**config.mk**
```make
export PLATFORM = sky130hd
export DESIGN_NAME = fifo_8x32
export DESIGN_NICKNAME = d
export VERILOG_FILES = /design/src/rtl/fifo_8x32.sv
export SDC_FILE = /design/constraint.sdc
export NUM_CORES = 1
export LEC_CHECK = 0
export BUFFER_PORTS_ARGS = -buffer_cell sky130_fd_sc_hd__clkbuf_2
export CORE_ASPECT_RATIO = 0.9
export CORE_UTILIZATION = 56
export CTS_CLUSTER_DIAMETER = 150
export DETAILED_ROUTE_END_ITERATION = 6
export HOLD_SLACK_MARGIN = 0.15
export PLACE_DENSITY = 0.87
export SLEW_MARGIN = 20
export SYNTH_ARGS = -nofsm -noshare
export SYNTH_HDL_FRONTEND = slang
export SYNTH_SLANG_ARGS = --single-unit
export TNS_END_PERCENT = 100
```
**constraint.sdc**
```tcl
create_clock -name clk -period 4.3 [get_ports clk]
set_input_delay 0.215 -clock clk [delete_from_list [all_inputs] [get_ports clk]]
set_output_delay 0.215 -clock clk [all_outputs]
set_load 0.01 [all_outputs]
```
**src/rtl/fifo_8x32.sv**
```systemverilog
`default_nettype none
// ============================================================================
// Module      : fifo_8x32
// Description : 8-entry x 32-bit synchronous FIFO with registered
//               request/ack/error handshakes. Optional almost_full and
//               almost_empty outputs when FIFO_ALMOST_FLAGS_EN is defined.
// Revision    : 1.0 - initial release
// ============================================================================
module fifo_8x32 (
   input  logic        clk,
   input  logic        reset_n,
   input  logic        wr_en,
   input  logic        rd_en,
   input  logic [31:0] d_in,
   output logic [31:0] d_out,
   output logic        full,
   output logic        empty,
   output logic        wr_ack,
   output logic        wr_err,
   output logic        rd_ack,
   output logic        rd_err,
   output logic [3:0]  data_count
`ifdef FIFO_ALMOST_FLAGS_EN
   ,
   output logic        almost_full,
   output logic        almost_empty
`endif
);

   typedef enum logic [2:0] {
      ST_INIT     = 3'b000,
      ST_NO_OP    = 3'b001,
      ST_WRITE    = 3'b010,
      ST_WR_ERROR = 3'b011,
      ST_READ     = 3'b100,
      ST_RD_ERROR = 3'b101
   } state_t;

   localparam logic [3:0] c_DEPTH = 4'd8;

   state_t       r_state;
   state_t       w_next;
   logic [31:0]  r_mem [0:7];
   logic [2:0]   r_wr_ptr;
   logic [2:0]   r_rd_ptr;
   logic [3:0]   r_count;
   logic [31:0]  r_dout;
   logic         w_full;
   logic         w_empty;

   assign w_full  = (r_count == c_DEPTH);
   assign w_empty = (r_count == 4'd0);

   always_ff @(posedge clk or negedge reset_n) begin
      if (!reset_n) begin
         r_state <= ST_INIT;
      end else begin
         r_state <= w_next;
      end
   end

   // Next state ignores the current state for all legal encodings; the
   // illegal ones are forced back to INIT without touching the datapath.
   always_comb begin
      w_next = ST_NO_OP;
      case (r_state)
         ST_INIT, ST_NO_OP, ST_WRITE, ST_WR_ERROR, ST_READ, ST_RD_ERROR: begin
            if (wr_en && !rd_en) begin
               w_next = w_full ? ST_WR_ERROR : ST_WRITE;
            end else if (!wr_en && rd_en) begin
               w_next = w_empty ? ST_RD_ERROR : ST_READ;
            end else begin
               w_next = ST_NO_OP;
            end
         end
         default: w_next = ST_INIT;
      endcase
   end

   always_ff @(posedge clk or negedge reset_n) begin
      if (!reset_n) begin
         r_wr_ptr <= 3'd0;
         r_rd_ptr <= 3'd0;
         r_count  <= 4'd0;
         r_dout   <= 32'd0;
      end else begin
         r_dout <= 32'd0;
         case (w_next)
            ST_WRITE: begin
               r_wr_ptr <= r_wr_ptr + 3'd1;
               r_count  <= r_count + 4'd1;
            end
            ST_READ: begin
               r_dout   <= r_mem[r_rd_ptr];
               r_rd_ptr <= r_rd_ptr + 3'd1;
               r_count  <= r_count - 4'd1;
            end
            default: begin
               r_wr_ptr <= r_wr_ptr;
            end
         endcase
      end
   end

   // Storage is deliberately left out of reset.
   always_ff @(posedge clk) begin
      if (w_next == ST_WRITE) begin
         r_mem[r_wr_ptr] <= d_in;
      end
   end

   assign d_out      = r_dout;
   assign wr_ack     = (r_state == ST_WRITE);
   assign wr_err     = (r_state == ST_WR_ERROR);
   assign rd_ack     = (r_state == ST_READ);
   assign rd_err     = (r_state == ST_RD_ERROR);
   assign full       = w_full;
   assign empty      = w_empty;
   assign data_count = r_count;

`ifdef FIFO_ALMOST_FLAGS_EN
   assign almost_full  = (r_count >= 4'd7);
   assign almost_empty = (r_count <= 4'd1);
`endif

endmodule
`default_nettype wire

```
## Word-level counts from Yosys, hierarchy flattened

Memory sizes are Yosys's and may differ from the RTL's.
Cells that the tools add are included.

- Reductions and logical operators: 8
- Equality and inequality tests: 8
- $add $sub $neg: 4
- Muxes and demuxes: 9

Operator list:

| operator | count |
|---|---|
| 2-to-1 mux 32 bit | 1 |
| equality test 3 x 2 -> 1 bit (second input constant) | 3 |
| equality test 3 bit (second input constant) | 3 |
| 2-to-1 mux 3 bit | 3 |
| one-hot mux 4 bit (2 select lines) | 1 |
| adder 3 x 1 -> 3 bit (second input constant) | 2 |
| OR reduction 6 bit | 1 |
| adder 4 x 1 -> 4 bit (second input constant) | 1 |
| equality test 4 bit (second input constant) | 1 |
| zero test 4 bit | 1 |
| 2-to-1 mux 1 bit | 4 |
| subtractor 4 x 1 -> 4 bit (second input constant) | 1 |
| equality test 3 x 1 -> 1 bit (second input constant) | 1 |
| zero test 3 bit | 1 |
| logical AND 1 bit | 2 |
| zero test 1 bit | 2 |
| nonzero test 2 bit | 1 |

- Word-level logic and storage cells: 35
- Memories kept: 1
- Memory bits (writable): 256
- Flip-flop bits (word level): 45
- Output and inout port bits: 42

Memory list:

| name | depth | bits a word | rd ports | clocked after memory_dff | write ports | line | text |
|---|---|---|---|---|---|---|---|
| r_mem | 8 | 32 | 1 | 0 | 1 | 43 | `logic [31:0] r_mem [0:7];` |

## Depth between registers and ports, before layout

- Depth in word-level cells: 8
- Mapped depth: 9
- Gate-level depth less buffers: 8

## Least setup slack after synthesis

OpenSTA, ideal clock, no wires.

- Kind: register to register
- Start point: register r_count[0] (netlist: data_count[0])
- End point: memory r_mem[0][0] (enable)
- Data arrival time: 3.272 ns
- Stages on the path, launching flop included: 5
- Setup time: 0.461 ns
- Buffers on the path: 0
- Path slack: 0.567 ns
- Cell sequence: dfrtp_1 nor4b_4 a211oi_2 nand2b_1 nor3_1

- Elaborated cells on any way between the ends: 10
- Those cells by class: eq/ne (2); mux (7); reduce/logical (1)

RTL lines:

| element | line | text |
|---|---|---|
| from (decl) | 46 | `logic [3:0] r_count;` |
| from (signal assigned) | 91 | `r_count <= r_count + 4'd1;` |
| from (signal assigned) | 96 | `r_count <= r_count - 4'd1;` |
| equality test 4 bit | 51 | `assign w_full = (r_count == c_DEPTH);` |
| named net full | 16 | `output logic full,` |
| 2-to-1 mux 1 bit | 69 | `w_next = w_full ? ST_WR_ERROR : ST_WRITE;` |
| 2-to-1 mux 3 bit | 68 | `if (wr_en && !rd_en) begin` |
| 2-to-1 mux 3 bit | 66 | `case (r_state)` |
| equality test 3 x 2 -> 1 bit | 107 | `if (w_next == ST_WRITE) begin` |
| 2-to-1 mux 1 bit | 107 |  |
| 2-to-1 mux 1 bit (not written as such) | 108 | `r_mem[r_wr_ptr] <= d_in;` |
| to (decl) | 43 |  |

The timed path passes the listed nets, and every way through them passes these cells.

## Worst setup path after layout

- Start point: register r_count[2] (netlist: data_count[2])
- End point: register r_count[3] (netlist: data_count[3])

- Cells in the longest elaborated chain, start to end: 7
- Elaborated cells on any way between the ends: 13
- Those cells by class: add/sub (2); eq/ne (3); mux (6); reduce/logical (2)

RTL lines:

| element | line | text |
|---|---|---|
| zero test 4 bit | 52 | `assign w_empty = (r_count == 4'd0);` |
| 2-to-1 mux 1 bit | 71 | `w_next = w_empty ? ST_RD_ERROR : ST_READ;` |
| 2-to-1 mux 3 bit | 70 | `end else if (!wr_en && rd_en) begin` |
| 2-to-1 mux 3 bit | 68 |  |
| 2-to-1 mux 3 bit | 66 |  |
| equality test 3 bit / equality test 3 x 2 -> 1 bit (equally long branches) | 88 | `case (w_next)` |
| one-hot mux 4 bit (2 select lines) / nonzero test 2 bit (equally long branches) | n/a |  |

Parallel ways exist; a longest one is shown, timed or not.
A chain may end at the register's enable or synchronous reset.

==> flow_results.xml <==
<?xml version="1.0" encoding="UTF-8"?>
<metrics>
  <group name="sta">
    <metric name="period_share" unit="%">67.70</metric>
    <metric name="report.final.slew_viol_count" unit="">0</metric>
    <metric name="max-slew-margin-rel" unit="%">25.43</metric>
    <metric name="fin_setup_tns" unit="ps">0</metric>
    <metric name="timing.fmax" unit="GHz">0.3435</metric>
    <metric name="finClkSkew" unit="ps">13.88</metric>
    <metric name="setup_viol_count_final" unit="">0</metric>
    <metric name="rsz0062_at_grt" unit="">no</metric>
    <metric name="finalHoldViolCount" unit="">0</metric>
    <metric name="max_slew.worst_pin.slew" unit="ps">1119</metric>
    <metric name="fin_crit" unit="ps">2911</metric>
  </group>
  <group name="worst_setup_path">
    <metric name="startpoint" unit="">data_count[2]$_DFFE_PN0P_</metric>
    <metric name="path_class" unit="">reg -&gt; reg</metric>
    <metric name="critical_path.reg2reg.startpoint" unit="">data_count[2]$_DFFE_PN0P_</metric>
    <metric name="r2r_slack" unit="ps">1390</metric>
    <metric name="cp-end-kind" unit="">flip-flop</metric>
    <metric name="cp_num_buf_inv" unit="">2</metric>
    <metric name="critical-path-slowest-cell" unit="">sky130_fd_sc_hd__dfrtp_1</metric>
    <metric name="worst-endpoint-required" unit="ps">4760</metric>
    <metric name="worst_ep_arrival_time" unit="ps">3370</metric>
    <metric name="delay_heaviest_family_cp" unit="">compound AO/OA/AOI/OAI gates</metric>
    <metric name="crit_path_cell_trace" unit="">nor4_2 -&gt; a211o_2 -&gt; buf_4 -&gt; inv_2 -&gt; ha_1 -&gt; a21o_1 -&gt; a21oi_1 -&gt; mux2i_4 -&gt; xor2_1</metric>
    <metric name="timing.critical_path.fanout_max" unit="">37</metric>
    <metric name="slowest_delay" unit="ps">460</metric>
    <metric name="reg2regPathDepth" unit="">9</metric>
    <metric name="cp_launch_type" unit="">flip-flop</metric>
    <metric name="reg2reg_to" unit="">data_count[3]$_DFFE_PN0P_</metric>
  </group>
  <group name="finish">
    <metric name="final_design_area_no_fill" unit="um2">13430</metric>
    <metric name="multi_input_area" unit="um2">2355</metric>
    <metric name="post_route_cells_drive_above_1_share" unit="%">32.44</metric>
    <metric name="register_area" unit="um2">8822</metric>
    <metric name="area_growth" unit="%">19.06</metric>
    <metric name="fin_nets" unit="">686</metric>
    <metric name="fill_cells" unit="">1169</metric>
  </group>
  <group name="power_and_ir_drop">
    <metric name="leakagePower" unit="nW">4.783</metric>
    <metric name="p_sw_share" unit="%">27.10</metric>
    <metric name="p_comb_share" unit="%">20.7</metric>
    <metric name="power.net_switching" unit="mW">2.197</metric>
    <metric name="power" unit="mW">8.108</metric>
    <metric name="clock_power_share" unit="%">31.7</metric>
    <metric name="internal_power" unit="mW">5.911</metric>
    <metric name="seqPwrFrac" unit="%">47.6</metric>
    <metric name="power_per_cell_area" unit="nW/um2">603.6</metric>
    <metric name="ir_drop" unit="V">0.0003726</metric>
  </group>
  <group name="worst_hold_path">
    <metric name="worstHoldPathType" unit="">in -&gt; async</metric>
  </group>
  <group name="yosys">
    <metric name="synth_fa_ha_area_share" unit="%">0.6210</metric>
    <metric name="mappedNetlistArea" unit="um2">11280</metric>
    <metric name="yosys.area_share.xor_xnor" unit="%">0.4658</metric>
    <metric name="synthesis.area_per_instance" unit="um2">22.08</metric>
    <metric name="ys_seq_area_share" unit="%">78.12</metric>
    <metric name="synth-simple-area-share" unit="%">2.639</metric>
    <metric name="ys_seq_elements" unit="">301</metric>
    <metric name="ys.warnings.count" unit="">0</metric>
    <metric name="number_of_standard_cells_after_synthesis" unit="">511</metric>
    <metric name="async_flop_share" unit="%">14.95</metric>
    <metric name="yosys_top_cell_area_share" unit="%">68.14</metric>
    <metric name="post_synthesis_mux_area_share" unit="%">16.00</metric>
    <metric name="synth.distinct_cells" unit="">30</metric>
    <metric name="postSynthNetCount" unit="">552</metric>
    <metric name="synth_top_cells_by_area" unit="">sky130_fd_sc_hd__edfxtp_1 68%, sky130_fd_sc_hd__mux4_2 13%, sky130_fd_sc_hd__dfrtp_1 10%</metric>
    <metric name="synth_top_family_by_area" unit="">multiplexers</metric>
    <metric name="complex_gate_fraction_of_the_synthesized_area" unit="%">0.6432</metric>
    <metric name="dominantRegCellSynth" unit="">sky130_fd_sc_hd__edfxtp_1</metric>
    <metric name="synth_edf_count" unit="">256</metric>
    <metric name="synthDominantAreaCellType" unit="">sky130_fd_sc_hd__edfxtp_1</metric>
    <metric name="synth_most_common_cell" unit="">sky130_fd_sc_hd__edfxtp_1</metric>
    <metric name="synth.top_cells.by_count" unit="">256 x sky130_fd_sc_hd__edfxtp_1, 64 x sky130_fd_sc_hd__mux4_2, 45 x sky130_fd_sc_hd__dfrtp_1, 38 x sky130_fd_sc_hd__nor2_1, 33 x sky130_fd_sc_hd__mux2i_1</metric>
  </group>
  <group name="clocking">
    <metric name="cts.repair.resized" unit="">0</metric>
    <metric name="ctsRootBufferMaster" unit="">sky130_fd_sc_hd__clkbuf_16</metric>
    <metric name="clk_pin_slew_worst_paths" unit="ps">60</metric>
    <metric name="insertion_delay" unit="ps">540</metric>
    <metric name="cts.repair_timing.setup_buffer_count" unit="">0</metric>
    <metric name="cts_made_buffers" unit="">30</metric>
    <metric name="post_cts_hold_buffer_count" unit="">36</metric>
    <metric name="clock-sinks" unit="">301</metric>
    <metric name="tritoncts" unit="">done</metric>
    <metric name="ctsHtreeMaxLevel" unit="">1</metric>
    <metric name="clock_tree.buffer_depth" unit="">3</metric>
  </group>
  <group name="global_route">
    <metric name="grt_overflow" unit="">0</metric>
    <metric name="grt_use_total" unit="%">22.76</metric>
    <metric name="grt_first_pass_wirelength" unit="mm">33.67</metric>
    <metric name="grt_max_degree" unit="">46</metric>
    <metric name="via_count_of_the_first_global_routing_pass" unit="">5835</metric>
    <metric name="grt_antenna_before_repair" unit="">1</metric>
  </group>
  <group name="route">
    <metric name="num_vias" unit="">5422</metric>
    <metric name="route.detailed.drc" unit="">0</metric>
    <metric name="route.detailed.wl_per_inst" unit="um">24.73</metric>
    <metric name="drt-total-wl" unit="mm">22.75</metric>
    <metric name="ant_nets" unit="">0</metric>
    <metric name="post_drt_via_cell_ratio" unit="">5.893</metric>
    <metric name="dr.first_iter.drc_count" unit="">447</metric>
    <metric name="dr.pass1.iters" unit="">4</metric>
  </group>
  <group name="floorplanning">
    <metric name="ios" unit="">78</metric>
    <metric name="start_util" unit="%">57.98</metric>
    <metric name="placeableCoreArea" unit="um2">19460</metric>
    <metric name="fp.dieH" unit="um">136.7</metric>
    <metric name="floorplan.die_area" unit="um2">20720</metric>
    <metric name="rows" unit="">48</metric>
    <metric name="chipWidth" unit="um">151.6</metric>
  </group>
  <group name="placement">
    <metric name="place_area" unit="um2">11940</metric>
    <metric name="hpwl" unit="mm">11.61</metric>
    <metric name="buffer_ports.inserted" unit="">77</metric>
    <metric name="placer_s_final_routability_congestion_estimate" unit="">0.7830</metric>
  </group>
  <group name="status">
    <metric name="status" unit="">completed</metric>
  </group>
  <group name="run">
    <metric name="max_cap_violations" unit="">0</metric>
  </group>
</metrics>
## cells by family (layout without fill, tap and decap cells)
group | Yosys count | in the layout
flops | 301 | 301
mux | 99 | 99
simple gates | 63 | 63
buf+inv | 27 | 185
compound gates | 10 | 10
xor+xnor | 6 | 6
fa+ha+maj | 5 | 5
other cells | 0 | 1
## layout by cell type (no fill, tap or decap), drive strengths merged, types with 2 or more instances in the layout
master | netlist | layout
a211o | 2 | 2
a21oi | 4 | 4
and3b | 2 | 2
buf | 21 | 13
bufinv | 0 | 3
clkbuf | 3 | 118
clkinv | 0 | 10
dfrtp | 45 | 45
dlygate4sd3 | 0 | 36
edfxtp | 256 | 256
ha | 4 | 4
inv | 3 | 4
mux2i | 34 | 34
mux4 | 64 | 64
nand2 | 12 | 12
nand2b | 5 | 5
nor2 | 38 | 38
nor3 | 2 | 2
nor3b | 2 | 2
xnor2 | 5 | 5
## power groups by stage
stage	logic (mW)	clock network, mW	registers, mW
floorplan	1.39	0	3.66
global placement	1.54	0	3.88
detailed placement	1.60	0	3.91
CTS	1.67	2.60	3.86
global route	1.80	2.71	3.90
finish	1.68	2.57	3.86
## cell type report
class | instances | share of cell area [%]
Timing Repair Buffer | 126 | 7.060
Multi-Input combinational cell | 183 | 17.53
Inverter | 3 | 0.08383
Sequential cell | 301 | 65.68
Antenna cell | 1 | 0.01863
Tap cell | 250 | 2.329
Clock buffer | 41 | 6.129
Clock inverter | 15 | 1.174
## through the flow
step / utilization [%] / hold WS [ps] / setup slack [ps] / instances
after detailed placement: 61.34 / 381.2 / 1474 / 821
after floorplan: - / -80.59 / 567.3 / 511
final: 69.03 / 353.9 / 1389 / 920
after global placement: 61.34 / 365.3 / 1599 / 821
after global routing: 69.03 / 411.9 / 1201 / 920
after CTS: 68.24 / 353.0 / 1459 / 913
## tightest hold or removal path: cells and delay by family
family	cells	cell delay, ps
buffers and inverters	3	1150
## metal layers
layer / vias up / global-route usage, % / part of all wire (%)
met2: 232 / 39.47 / 52
met4: 0 / 9.351 / 3.3
li1: 2335 / - / -
met3: 50 / 4.033 / 6.1
met1: 2805 / 28.56 / 39
met5: - / 0 / 0
## registers in the layout, summed over array words and instances, names as in the netlist
signal      flops
d_out          32
data_count      4
r_mem         256
r_rd_ptr        3
r_state         3
r_wr_ptr        3
## how the worst max path moves through the flow
stage | to | slack (ps) | depth (start not counted)
final | data_count[3]$_DFFE_PN0P_ | 1390 | 9
after global placement | data_count[3]$_DFFE_PN0P_ | 1600 | 9
after detailed placement | data_count[3]$_DFFE_PN0P_ | 1470 | 9
after global routing | data_count[3]$_DFFE_PN0P_ | 1200 | 9
after floorplan | r_mem[0][0]$_DFFE_PP_ | 570 | 4
after CTS | data_count[3]$_DFFE_PN0P_ | 1460 | 9
No activity file was read; power rests on OpenSTA's default activity.
